## src/rtl/mc_control_fsm.sv

```systemverilog
// mc_control_fsm: multicycle main control unit for the MIPS-subset datapath.
// Sequences FETCH / DECODE / execute / memory / writeback states and drives
// every datapath mux select, write enable and the ALU-control alu_op code.
//
// Ports:
//   clk, reset_n            rising-edge clock, synchronous active-low reset
//   opcode[5:0]             IR[31:26], stable from DECODE to the next FETCH
//   zero                    ALU zero flag (qualifies pc_en in BRANCH)
//   mem_ready               memory handshake (only with MC_CTRL_MEM_WAIT_EN)
//   pc_en, ir_write         PC / IR load enables
//   mem_read, mem_write     memory strobes; i_or_d selects ALUOut as address
//   reg_write, reg_dst      register file write enable / rd select
//   mem_to_reg              writeback from MDR
//   alu_src_a, alu_src_b    ALU operand selects
//   zero_ext                zero-extend immediate (ori)
//   alu_op[1:0]             00 add, 01 sub, 10 funct, 11 or
//   pc_src[1:0]             00 ALU, 01 ALUOut, 10 jump target
//   illegal_op              unknown opcode seen in DECODE (1-cycle pulse)
//   state[3:0]              current state
//   instr_count[CNT_W-1:0]  retired-instruction counter (wraps)
//
// Build option: MC_CTRL_MEM_WAIT_EN makes FETCH, MEMRD and MEMWR hold until
// mem_ready; without it mem_ready is ignored and each memory state is 1 cycle.

module mc_control_fsm #(
  parameter int unsigned CNT_W = 16
) (
  input  logic             clk,
  input  logic             reset_n,
  input  logic [5:0]       opcode,
  input  logic             zero,
  input  logic             mem_ready,
  output logic             pc_en,
  output logic             ir_write,
  output logic             mem_read,
  output logic             mem_write,
  output logic             i_or_d,
  output logic             reg_write,
  output logic             reg_dst,
  output logic             mem_to_reg,
  output logic             alu_src_a,
  output logic [1:0]       alu_src_b,
  output logic             zero_ext,
  output logic [1:0]       alu_op,
  output logic [1:0]       pc_src,
  output logic             illegal_op,
  output logic [3:0]       state,
  output logic [CNT_W-1:0] instr_count
);

  typedef enum logic [3:0] {
    S_IDLE   = 4'd0,
    S_FETCH  = 4'd1,
    S_DECODE = 4'd2,
    S_MEMADR = 4'd3,
    S_MEMRD  = 4'd4,
    S_MEMWB  = 4'd5,
    S_MEMWR  = 4'd6,
    S_EXEC   = 4'd7,
    S_ALUWB  = 4'd8,
    S_BRANCH = 4'd9,
    S_IEXEC  = 4'd10,
    S_IWB    = 4'd11,
    S_JUMP   = 4'd12
  } state_t;

  localparam logic [5:0] OP_R    = 6'b000000;
  localparam logic [5:0] OP_LW   = 6'b100011;
  localparam logic [5:0] OP_SW   = 6'b101011;
  localparam logic [5:0] OP_BEQ  = 6'b000100;
  localparam logic [5:0] OP_ADDI = 6'b001000;
  localparam logic [5:0] OP_ORI  = 6'b001101;
  localparam logic [5:0] OP_J    = 6'b000010;

  state_t           r_state;
  state_t           w_next;
  logic             w_mem_ok;
  logic             w_retire;
  logic [CNT_W-1:0] r_cnt;

`ifdef MC_CTRL_MEM_WAIT_EN
  assign w_mem_ok = mem_ready;
`else
  logic w_unused_mem_ready;
  assign w_unused_mem_ready = mem_ready;
  assign w_mem_ok           = 1'b1;
`endif

  // Retire on the edge that leaves the final state of each instruction;
  // MEMWR only leaves once its access has completed.
  assign w_retire = (r_state == S_MEMWB) || (r_state == S_ALUWB) ||
                    (r_state == S_BRANCH) || (r_state == S_IWB) ||
                    (r_state == S_JUMP) || ((r_state == S_MEMWR) && w_mem_ok);

  always_ff @(posedge clk) begin
    if (!reset_n) begin
      r_state <= S_IDLE;
      r_cnt   <= '0;
    end else begin
      r_state <= w_next;
      if (w_retire) r_cnt <= r_cnt + CNT_W'(1);
    end
  end

  always_comb begin
    w_next     = r_state;
    pc_en      = 1'b0;
    ir_write   = 1'b0;
    mem_read   = 1'b0;
    mem_write  = 1'b0;
    i_or_d     = 1'b0;
    reg_write  = 1'b0;
    reg_dst    = 1'b0;
    mem_to_reg = 1'b0;
    alu_src_a  = 1'b0;
    alu_src_b  = 2'b00;
    zero_ext   = 1'b0;
    alu_op     = 2'b00;
    pc_src     = 2'b00;
    illegal_op = 1'b0;
    case (r_state)
      S_IDLE: w_next = S_FETCH;
      S_FETCH: begin
        mem_read  = 1'b1;
        alu_src_b = 2'b01;
        // IR/PC load only in the cycle the fetch data is valid.
        ir_write  = w_mem_ok;
        pc_en     = w_mem_ok;
        if (w_mem_ok) w_next = S_DECODE;
      end
      S_DECODE: begin
        alu_src_b = 2'b11;
        case (opcode)
          OP_LW, OP_SW:    w_next = S_MEMADR;
          OP_R:            w_next = S_EXEC;
          OP_BEQ:          w_next = S_BRANCH;
          OP_ADDI, OP_ORI: w_next = S_IEXEC;
          OP_J:            w_next = S_JUMP;
          default: begin
            illegal_op = 1'b1;
            w_next     = S_FETCH;
          end
        endcase
      end
      S_MEMADR: begin
        alu_src_a = 1'b1;
        alu_src_b = 2'b10;
        w_next    = (opcode == OP_LW) ? S_MEMRD : S_MEMWR;
      end
      S_MEMRD: begin
        mem_read = 1'b1;
        i_or_d   = 1'b1;
        if (w_mem_ok) w_next = S_MEMWB;
      end
      S_MEMWB: begin
        reg_write  = 1'b1;
        mem_to_reg = 1'b1;
        w_next     = S_FETCH;
      end
      S_MEMWR: begin
        mem_write = 1'b1;
        i_or_d    = 1'b1;
        if (w_mem_ok) w_next = S_FETCH;
      end
      S_EXEC: begin
        alu_src_a = 1'b1;
        alu_op    = 2'b10;
        w_next    = S_ALUWB;
      end
      S_ALUWB: begin
        reg_write = 1'b1;
        reg_dst   = 1'b1;
        w_next    = S_FETCH;
      end
      S_BRANCH: begin
        alu_src_a = 1'b1;
        alu_op    = 2'b01;
        pc_src    = 2'b01;
        pc_en     = zero;
        w_next    = S_FETCH;
      end
      S_IEXEC: begin
        alu_src_a = 1'b1;
        alu_src_b = 2'b10;
        if (opcode == OP_ORI) begin
          alu_op   = 2'b11;
          zero_ext = 1'b1;
        end
        w_next = S_IWB;
      end
      S_IWB: begin
        reg_write = 1'b1;
        w_next    = S_FETCH;
      end
      S_JUMP: begin
        pc_src = 2'b10;
        pc_en  = 1'b1;
        w_next = S_FETCH;
      end
      default: w_next = S_IDLE;
    endcase
  end

  assign state       = r_state;
  assign instr_count = r_cnt;

endmodule

```

## config.mk

```make
export PLATFORM = sky130hd
export DESIGN_NAME = mc_control_fsm
export DESIGN_NICKNAME = d
export VERILOG_FILES = /design/src/rtl/mc_control_fsm.sv
export SDC_FILE = /design/constraint.sdc
export NUM_CORES = 1
export LEC_CHECK = 0
export CAP_MARGIN = 20
export CORE_ASPECT_RATIO = 0.7
export CORE_MARGIN = 3
export CORE_UTILIZATION = 45
export DETAILED_ROUTE_END_ITERATION = 8
export GPL_ROUTABILITY_DRIVEN = 0
export MAX_ROUTING_LAYER = met4
export PLACE_DENSITY = 0.92
export RECOVER_POWER = 25
export SYNTH_ARGS = -nofsm -noshare
export SYNTH_HDL_FRONTEND = slang
export SYNTH_SLANG_ARGS = --single-unit
```

## constraint.sdc

```tcl
create_clock -name clk -period 2.2 [get_ports clk]
set_input_delay 0.22 -clock clk [delete_from_list [all_inputs] [get_ports clk]]
set_output_delay 0.22 -clock clk [all_outputs]
set_load 0.1 [all_outputs]
```

==> Word-level counts from Yosys, hierarchy flattened <==
Index checks and enable logic that the tools add are counted.
{ "classes": {"n_addsub": 1, "eq_ne": 18, "muxes": 20, "n_reduce_logical": 17} }
{ "op_table": {"columns": ["operator", "count"], "rows": [
  ["4-bit one-hot mux with 7 select lines", 1],
  ["4-bit == test, second input constant", 5],
  ["4-bit one-hot mux with 5 select lines", 1],
  ["16-bit by 1-bit adder with 16-bit output, second input constant", 1],
  ["4-bit by 3-bit == test with 1-bit output, second input constant", 4],
  ["7-bit OR reduction", 2],
  ["6-bit by 4-bit == test with 1-bit output, second input constant", 2],
  ["6-bit == test, second input constant", 2],
  ["1-bit two-way mux", 12],
  ["2-bit one-hot mux with 3 select lines", 2],
  ["2-bit OR reduction", 6],
  ["4-bit by 2-bit == test with 1-bit output, second input constant", 2],
  ["6-bit by 2-bit == test with 1-bit output, second input constant", 1],
  ["6-bit by 3-bit == test with 1-bit output, second input constant", 1],
  ["6-bit zero test", 1],
  ["1-bit logical OR", 5],
  ["4-bit by 1-bit == test with 1-bit output, second input constant", 1],
  ["4-bit zero test", 1],
  ["2-bit two-way mux", 2],
  ["2-bit one-hot mux with 2 select lines", 1],
  ["4-bit OR reduction", 1],
  ["3-bit OR reduction", 1],
  ["1-bit one-hot mux with 2 select lines", 1]
]} }
{ "totals": {"reg_bits": 20, "inputBits": 10, "output_inout_bits": 37} }

==> Longest topological paths before layout <==
Gate-level depths: netlist (run 1).
{ "depth": {"depth_word": 6, "depth_mapped": 7, "ltp_nobuf": 5} }

==> Worst setup path before layout (run 1) <==
Ideal clock, no wire load.
{ "synth_timing": {"kind": "register -> output", "from": "register r_state[1] (netlist: state[1])", "to": "output port illegal_op", "arrival_time_ps": 4160, "t_required_ps": 1980, "path_slack_ps": -2180, "path_stages_with_launch": 4, "path_buffers": 1, "path_cell_list": "dfxtp_1 > buf_4 > nand2b_1 > nor4_1"} }
{ "synth_via": {"elab_chain_len": 2} }
{ "synth_rtl": {"columns": ["item", "line_no", "text"], "rows": [
  ["start: declaration", "75", "state_t r_state;"],
  ["start signal: assignment", "100", "r_state <= w_next;"],
  ["4-bit by 2-bit == test with 1-bit output", "121", "case (r_state)"],
  ["1-bit two-way mux", "121", null],
  ["end: declaration", "46", "output logic illegal_op,"]
]} }
Every way passes these cells.

==> Final worst setup path (run 1) <==
{ "layout_timing": {"from": "register r_state[0] (netlist: state[0])", "to": "output port alu_op[1]"} }
{ "layout_via": {"elab_chain_len": 2} }
{ "layout_rtl": {"columns": ["item", "line_no", "text"], "rows": [
  ["4-bit == test or 4-bit by 3-bit == test with 1-bit output (tied branches)", "121", null],
  ["2-bit one-hot mux with 3 select lines (*)", "121", null],
  ["end: declaration", "44", "output logic [1:0] alu_op,"]
]} }
Every way passes the cells marked *; elsewhere a longest branch is shown, timed or not.

==> impl_metrics.ini, run 1 <==
[status]
outcome = completed

[layout]
final_cell_area_sq_um = 2160
num-nets-final = 238
layout.cells.most_common_list = sky130_fd_sc_hd__buf_4 (29), sky130_fd_sc_hd__a21oi_1 (16), sky130_fd_sc_hd__clkbuf_1 (13)
antenna-diode-count = 0
post_route_cells_drive_above_1_share_pct = 35.4
areaGrowthSynthToFinish_pct = 60.1
commonest_non_fill_non_tap_cell_in_the_layout = sky130_fd_sc_hd__buf_4

[global_routing]
globalRoute.busiestLayer = met2
grt_antenna_before_repair = 0
use_met3_pct = 4.05
global_route.usage.met2_pct = 46.8
global_route_wire_length_before_repair_um = 7680
met1_usage_pct = 33.4
grt_start_max_net_pins = 22
gr-total-overflow = 0
grt_pass1_vias = 1525
grtUsageTotal_pct = 27.0

[power_and_ir_drop]
power_frac_comb_pct = 35.8
irDropWorstVdd_uv = 494
switching_share_pct = 36.2
powerDensity_nw_per_um2 = 544
power_leakage_nw = 0.757
p_seq_share_pct = 32.1
clockPowerShare_pct = 32.1
power_switching_w = 0.000425
total_power_w = 0.00117
power.internal_w = 0.000748

[worst_setup_path]
regToRegStartpoint = state[0]$_SDFF_PN0_
path_class = flip-flop to output port
arrival_ns = 1.97
worst_setup_path_end_kind = output port
rrSetupSlack_ns = 0.07
critical_path_peak_fanout = 3
worst_setup_path_start_kind = flip-flop
number_of_cells_traversed_by_the_worst_register_to_register_path = 7
regToRegEndpoint = instr_count[15]$_SDFFE_PN0P_
crit_required_ns = 1.98

[sta]
hold-worst-slack_ns = 0.489
skew_ns = 0.00921
worst_pin_slew_ns = 1.19
final_worst_path_period_share_pct = 99.7
final_max_slew_viol_count = 0
slew_headroom_pct = 20.7
final.min_clock_period_ns = 2.19
finalSetupTns_ns = 0
timing_hold_violations_final = 0
achievable-frequency_ghz = 0.456
setup_viols_final = 0

[place]
dpl-instance-area_sq_um = 2100
dp_hpwl_um = 3410
port_buffers = 45

[run]
max_cap_viols = 0

[clock_network]
cts-htree-levels = 1
hold_buffers = 0
tritoncts_num_sinks = 20
cts.clk_slew.worst_paths_ns = 0.08
cts_tree = built
cts_buffers = 3
maximum_buffer_depth_of_the_clock_tree = 2
cts_root_buffer = sky130_fd_sc_hd__clkbuf_8
worstSkewPairLatency_ns = 0.27

[routing]
drt_iter0_markers = 172
totalWireLength_um = 5130
drc = 0
drt_pre_antenna_iters = 7
detail-route-antenna-nets = 0
detail_route.wl_per_cell_um = 19.7
detailed_route_vias_per_instance = 6.51
total_via_count_in_the_routed_design = 1693

[hold_path]
hold_path.startpoint = instr_count[15]$_SDFFE_PN0P_
worst_hold_path_cells = 2
holdCritPathClass = flip-flop to flip-flop
hold_path_end = instr_count[15]$_SDFFE_PN0P_

[synthesis]
ys_warn_count = 0
postSynth.asyncResetShare_pct = 0
synth_area_per_cell_sq_um = 7.74
synthFlopType = sky130_fd_sc_hd__dfxtp_1
mappedNetlistArea_sq_um = 1350
mappedNetlistNets = 185
syn-instance-count = 174
ys_seq_elements = 20
synth_sequential_area_ratio_pct = 29.7
synth-edff-count = 0
synth_cell_types = 45

[floorplanning]
num_io_pins = 47
floorplan.initialDensity_pct = 50.9
core_region_area_sq_um = 2650
dieWidth_um = 71.4
floorplan.die.height_um = 51.8
fp.dieArea_sq_um = 3690
core.rowCount = 15
## layout make-up
class                      count  area, sq um
multi-input combinational    135         1010
timing repair buffer          62          587
fill                         158          490
sequential                    20          427
tap                           34         42.5
clock buffer                   3         41.3
clock inverter                 1         30.0
inverter                       5         22.5
## synth_stat cells, drive strengths merged (5+ instances only)
cell    count  share of area [%]
nor3        7                2.6
o31ai      10                5.6
dfxtp      20                 30
mux2i       5                3.7
nand3       7                2.6
or4        10                5.6
nand2      10                2.8
inv         5                1.4
nor2       10                2.8
or3         5                2.3
o21ai       9                3.3
nand2b     10                4.6
clkbuf     10                2.8
a21oi      18                6.7
## stage by stage
| stage | setup WS [ns] | utilization [%] | instances |
|---|---|---|---|
| 6_report | 0.00666 | 81.5 | 260 |
| 3_3_place_gp | 0.109 | 79.3 | 252 |
| 5_1_grt | -0.0107 | 81.5 | 260 |
| 3_5_place_dp | 0.0822 | 79.3 | 252 |
| 2_1_floorplan | -0.00782 | - | 174 |
| 4_1_cts | 0.0220 | 82.0 | 256 |
## registers in the layout, summed over array words and instances, names as in the netlist
name         cells
state            4
instr_count     16
## power by group through the flow
stage	Combinational [W]	Clock, W	Sequential, W
global placement	0.000393	0	0.000384
finish	0.000420	0.000376	0.000377
CTS	0.000408	0.000374	0.000377
detailed placement	0.000406	0	0.000385
floorplan	0.000255	0	0.000416
global route	0.000430	0.000388	0.000378
## worst max path at each step
stage               depth (start not counted)        end  slack, ns           startpoint
floorplan                                   5   zero_ext     -0.008  state[1]$_SDFF_PN0_
global placement                            5  alu_op[0]       0.11            opcode[5]
detailed placement                          5  alu_op[1]       0.08            opcode[5]
CTS                                         5  alu_op[0]       0.02  state[0]$_SDFF_PN0_
global route                                5  alu_op[0]      -0.01  state[0]$_SDFF_PN0_
finish                                      5  alu_op[1]      0.007  state[0]$_SDFF_PN0_
## cells by family (layout without fill, tap and decap cells)
logic type / after synthesis / after routing / synth area share, %
AOI/OAI and AO/OA: 49 / 49 / 22.9
muxes: 5 / 5 / 3.72
adders and majority gates: 2 / 2 / 1.67
and+or+nand+nor: 74 / 74 / 32.1
xor gates and xnor gates: 5 / 5 / 3.25
buffers and inverters: 19 / 71 / 6.69
DFF: 20 / 20 / 29.7
## critical path, cell delays in order (launching register included)
cell and delay (ns):
sky130_fd_sc_hd__dfxtp_4 0.35, sky130_fd_sc_hd__nand2b_4 0.14, sky130_fd_sc_hd__or3_4 0.33, sky130_fd_sc_hd__or4_4 0.59, sky130_fd_sc_hd__o21ai_4 0.11, sky130_fd_sc_hd__buf_12 0.19
## repair_timing
item / 4_1_cts / 5_1_grt
setup endpoints to repair: 0 / 2
setup buffers: 0 / 4
gates resized for setup: 0 / 1
## layer usage
layer	part of all wire (%)	vias up
met1	40	808
met5	0	-
met4	2.0	0
met3	7.5	19
li1	-	754
met2	50	112
No activity file was read; power rests on OpenSTA's default activity.
==> run 2, diff against run 1 <==
CORE_UTILIZATION = 40   (was 45)
CTS_CLUSTER_DIAMETER = 100   (was default)
PLACE_DENSITY = 0.87   (was 0.92)
clock period = 1.9 ns   (was 2.2 ns; I/O delays follow)
==> run 2 against run 1 <==
The run now ends with negative setup slack left. Non-clock buffer count is 9 higher. Global-route usage is 1.0 points lower. Sequential share of layout area is 1.7 points lower. Final area is 13% higher. Clock skew is 0.0087 ns lower. Largest cell class unchanged. Largest power group unchanged.
==> impl_metrics.ini, run 2 (synthesized netlist as in run 1, its figures left out) <==
[layout]
antenna-diode-count = 0
post_route_cells_drive_above_1_share_pct = 50.6
fin_util_pct = 81.1
num-nets-final = 247
commonest_non_fill_non_tap_cell_in_the_layout = sky130_fd_sc_hd__buf_4
areaGrowthSynthToFinish_pct = 80.9
layout.cells.most_common_list = sky130_fd_sc_hd__buf_4 (29), sky130_fd_sc_hd__buf_12 (20), sky130_fd_sc_hd__a21oi_1 (12), sky130_fd_sc_hd__clkbuf_2 (12), sky130_fd_sc_hd__o31ai_1 (10)
largest_register_ffs = 16

[clock_network]
cts.clk_slew.worst_paths_ns = 0.07
maximum_buffer_depth_of_the_clock_tree = 2
cts_tree = built
cts_root_buffer = sky130_fd_sc_hd__clkbuf_8
cts_buffers = 3
hold_buffers = 0
tritoncts_num_sinks = 20
cts-htree-levels = 1
worstSkewPairLatency_ns = 0.26

[place]
dp_hpwl_um = 3670
port_buffers = 45
dp_slack_ns = -0.143

[global_routing]
gr-total-overflow = 0
grt_antenna_before_repair = 0
global_route_wire_length_before_repair_um = 7800
grtUsageTotal_pct = 26.0
grt_start_max_net_pins = 22
grt_pass1_vias = 1570

[sta]
timing_hold_violations_final = 0
achievable-frequency_ghz = 0.486
final_max_slew_viol_count = 0
slew_headroom_pct = 62.2
rsz0062_at_grt = yes
worst_pin_slew_ns = 0.569
final_worst_path_period_share_pct = 108
hold-worst-slack_ns = 0.489
final.min_clock_period_ns = 2.06
finalSetupTns_ns = -0.496
setup_slack_ns = -0.157
setup_viols_final = 4
skew_ns = 0.000520

[run]
max_cap_viols = 0

[floorplanning]
num_io_pins = 47
fp.dieArea_sq_um = 4110
floorplan.die.height_um = 54.5
dieWidth_um = 75.3
floorplan.initialDensity_pct = 44.8
core_region_area_sq_um = 3000
core.rowCount = 16

[power_and_ir_drop]
powerDensity_nw_per_um2 = 526
power_frac_comb_pct = 44.0
power.internal_w = 0.000783
power_switching_w = 0.000497
power_leakage_nw = 0.889
clockPowerShare_pct = 22.4
switching_share_pct = 38.8
irDropWorstVdd_uv = 511
p_seq_share_pct = 33.6

[routing]
total_via_count_in_the_routed_design = 1757
detail_route.wl_per_cell_um = 20.5
detailed_route_vias_per_instance = 6.48
drt_iter0_markers = 194
totalWireLength_um = 5550
drt_pre_antenna_iters = 5
detail-route-antenna-nets = 0
drc = 0

[worst_setup_path]
path_class = flip-flop to output port
critical-path-max-stage-delay_ns = 0.49
cpMaxStageDelayCell = sky130_fd_sc_hd__or4_4
arrival_ns = 1.87
crit_required_ns = 1.71
timing.critical_path.max_delay_family = simple AND/OR/NAND/NOR gates
rrSetupSlack_ns = -0.03
critical_path_peak_fanout = 3
worst_setup_path_end_kind = output port
worst_setup_path_start_kind = flip-flop
worstPathCellList = nand2b_4 -> or3_4 -> or4_4 -> clkinvlp_4 -> buf_12
worst-path-buf-inv = 2

[status]
outcome = complete, but fails checks
failing_checks = negative setup slack

[hold_path]
holdCritPathClass = flip-flop to flip-flop
[run 2: per-layer routing]
metal / track usage, % / vias to the layer above / wire length (um)
met5: - / - / 0
met4: 4.94 / 0 / 126
met3: 3.85 / 23 / 426
met2: 46.8 / 118 / 2800
met1: 31.3 / 835 / 2190
li1: - / 781 / -
[run 2: timing repair]
item                                    in CTS  in global routing
endpoints found under the setup margin       7                 17
setup buffers                                1                  2
pin swaps                                    1                  1
hold endpoints to repair                     0                  0
gates cloned                                 0                  0
gates resized for setup                     10                 12
[run 2: power by group through the flow]
| stage | sequential, W | combinational [W] | clock (W) |
|---|---|---|---|
| floorplan | 0.000476 | 0.000321 | 0 |
| global placement | 0.000436 | 0.000519 | 0 |
| detailed placement | 0.000437 | 0.000533 | 0 |
| CTS | 0.000428 | 0.000542 | 0.000285 |
| global route | 0.000431 | 0.000582 | 0.000312 |
| finish | 0.000431 | 0.000563 | 0.000287 |
[run 2: layout make-up]
class | count | area (sq um)
inverters | 5 | 22.5
flip-flops and latches | 20 | 442
well taps | 36 | 45.0
repair buffers | 71 | 781
clock buffers | 4 | 45.0
fillers | 175 | 567
multi-input cells | 135 | 1100
[run 2: final timing paths]
check	start	end	depth (start not counted)
setup reg to reg	state[0]$_SDFF_PN0_	instr_count[11]$_SDFFE_PN0P_	6
hold / removal	instr_count[15]$_SDFFE_PN0P_	instr_count[15]$_SDFFE_PN0P_	2
hold reg to reg	instr_count[15]$_SDFFE_PN0P_	instr_count[15]$_SDFFE_PN0P_	2
setup / recovery	state[0]$_SDFF_PN0_	zero_ext	5
[run 2: worst register-to-register path, stage by stage, from the launching register on]
cell	delay, ns
sky130_fd_sc_hd__dfxtp_4	0.36
sky130_fd_sc_hd__buf_4	0.19
sky130_fd_sc_hd__mux2i_4	0.26
sky130_fd_sc_hd__a2bb2oi_1	0.12
sky130_fd_sc_hd__buf_6	0.18
sky130_fd_sc_hd__or4_1	0.54
sky130_fd_sc_hd__a21oi_1	0.20
[run 2: per-stage QoR]
step | cells | total power (W) | cell area, sq um
after global placement | 264 | 0.000955 | 2320
after detailed placement | 264 | 0.000970 | 2320
after floorplan | 174 | 0.000797 | 1650
final | 271 | 0.00128 | 2440
after global routing | 271 | 0.00132 | 2440
after CTS | 269 | 0.00125 | 2400
==> run 3, diff against run 2 <==
SKIP_CTS_REPAIR_TIMING = 1   (was default)
==> run 3 against run 2 <==
The flow still finishes with violations (negative setup slack). Global-route usage is 0.69 points lower. Total power is 0.88% lower. Maximum frequency is 0.89% higher. Sequential share of layout area is 0.15 points higher. Setup slack better by 0.018 ns. Sequential power hardly changed. Via count is 0.80% lower. Worst hold slack worse by 0.0066 ns. First-iteration DRC count is 8.2% higher. Final cell count is 0.37% lower.
==> impl_metrics.ini, run 3 (synthesized netlist as in run 1, its figures left out) <==
[sta]
slew_headroom_pct = 61.7
worst_pin_slew_ns = 0.577
achievable-frequency_ghz = 0.491
final_worst_path_period_share_pct = 107
rsz0062_at_grt = yes
timing_hold_violations_final = 0
hold-worst-slack_ns = 0.482
final.min_clock_period_ns = 2.04
final_max_slew_viol_count = 0
setup_slack_ns = -0.139
setup_viols_final = 4
skew_ns = 0.00158

[worst_setup_path]
path_depth = 5
rrSetupSlack_ns = 0
crit_required_ns = 1.71
timing.critical_path.max_delay_family = simple AND/OR/NAND/NOR gates
worst-path-buf-inv = 2
cpMaxStageDelayCell = sky130_fd_sc_hd__or4_4
arrival_ns = 1.85
worst_setup_path_end_kind = output port
cp-startpoint = state[0]$_SDFF_PN0_
crit_path_end = zero_ext
critical_path_peak_fanout = 3
worstPathCellList = nand2b_4 -> or3_4 -> or4_4 -> clkinvlp_4 -> buf_12
number_of_cells_traversed_by_the_worst_register_to_register_path = 6
path_class = flip-flop to output port
regToRegEndpoint = instr_count[8]$_SDFFE_PN0P_
worst_setup_path_start_kind = flip-flop
critical-path-max-stage-delay_ns = 0.48
regToRegStartpoint = state[0]$_SDFF_PN0_

[clock_network]
worstSkewPairLatency_ns = 0.26
maximum_buffer_depth_of_the_clock_tree = 2
cts_tree = built
cts.clk_slew.worst_paths_ns = 0.07
cts_buffers = 3
cts-htree-levels = 1
tritoncts_num_sinks = 20
cts_root_buffer = sky130_fd_sc_hd__clkbuf_8

[routing]
drt_iter0_markers = 210
drt_pre_antenna_iters = 5
drc = 0
detailed_route_vias_per_instance = 6.46
total_via_count_in_the_routed_design = 1743
totalWireLength_um = 5360
detail_route.wl_per_cell_um = 19.8
detail-route-antenna-nets = 0

[floorplanning]
floorplan.initialDensity_pct = 44.8
dieWidth_um = 75.3
floorplan.die.height_um = 54.5
fp.dieArea_sq_um = 4110
core.rowCount = 16
core_region_area_sq_um = 3000
num_io_pins = 47

[place]
dpl-instance-area_sq_um = 2320
port_buffers = 45
dp_hpwl_um = 3670
dp_slack_ns = -0.143

[layout]
filler_cell_count = 180
post_route_cells_drive_above_1_share_pct = 49.1
num-nets-final = 246
largest_register_ffs = 16
commonest_non_fill_non_tap_cell_in_the_layout = sky130_fd_sc_hd__buf_4
antenna-diode-count = 0
layout.cells.most_common_list = sky130_fd_sc_hd__buf_4 (28), sky130_fd_sc_hd__buf_12 (20), sky130_fd_sc_hd__a21oi_1 (13)
final_cell_area_sq_um = 2420
areaGrowthSynthToFinish_pct = 79.5

[global_routing]
grtUsageTotal_pct = 25.3
gr-total-overflow = 0
grt_start_max_net_pins = 22
grt_pass1_vias = 1555
grt_antenna_before_repair = 0
global_route_wire_length_before_repair_um = 7620

[status]
outcome = complete, but fails checks
failing_checks = negative setup slack

[run]
max_cap_viols = 0

[power_and_ir_drop]
power_leakage_nw = 0.903
total_power_w = 0.00127
irDropWorstVdd_uv = 514
powerDensity_nw_per_um2 = 525

[hold_path]
holdCritPathClass = flip-flop to flip-flop
## run 3: worst min-delay path by stage
stage | endpoint | cells after the start | start | slack (ns)
2_1_floorplan | instr_count[6]$_SDFFE_PN0P_ | 2 | reset_n | 0.33
3_3_place_gp | instr_count[15]$_SDFFE_PN0P_ | 2 | instr_count[15]$_SDFFE_PN0P_ | 0.46
3_5_place_dp | instr_count[10]$_SDFFE_PN0P_ | 2 | instr_count[10]$_SDFFE_PN0P_ | 0.47
4_1_cts | instr_count[10]$_SDFFE_PN0P_ | 2 | instr_count[10]$_SDFFE_PN0P_ | 0.48
5_1_grt | instr_count[10]$_SDFFE_PN0P_ | 2 | instr_count[10]$_SDFFE_PN0P_ | 0.51
6_report | instr_count[10]$_SDFFE_PN0P_ | 2 | instr_count[10]$_SDFFE_PN0P_ | 0.48
## run 3: worst min-delay path: stages (launching register included)
cell and delay (ns):
sky130_fd_sc_hd__dfxtp_2 0.33, sky130_fd_sc_hd__o31ai_1 0.06, sky130_fd_sc_hd__a21oi_1 0.06
## run 3: layout make-up
class / count / area (sq um) / share of cell area [%]
clock buffers: 4 / 45.0 / 1.86
inverters: 5 / 22.5 / 0.932
multi-input cells: 135 / 1080 / 44.7
flip-flops and latches: 20 / 442 / 18.3
well taps: 36 / 45.0 / 1.86
repair buffers: 70 / 781 / 32.3
## run 3: through the flow
| step | util, % | std cells | TNS, ns |
|---|---|---|---|
| after global routing | 80.5 | 270 | -0.643 |
| after CTS | 78.9 | 268 | -0.982 |
| after floorplan | - | 174 | -0.840 |
| after global placement | 77.4 | 264 | -0.387 |
| after detailed placement | 77.4 | 264 | -0.516 |
| final | 80.5 | 270 | -0.417 |
## run 3: report_power, final
part	switching (W)	leakage [nW]	internal, W
Clock	0.000136	0.0228	0.000149
Sequential	0.0000116	0.172	0.000417
Combinational	0.000342	0.708	0.000213
## run 3: per-layer routing
metal / part of all wire (%) / up-vias / GRT usage, %
met2: 51 / 124 / 46.1
met1: 39 / 828 / 29.9
met4: 2.7 / 0 / 4.94
met5: 0 / - / -
li1: - / 776 / -
met3: 8.3 / 15 / 3.85
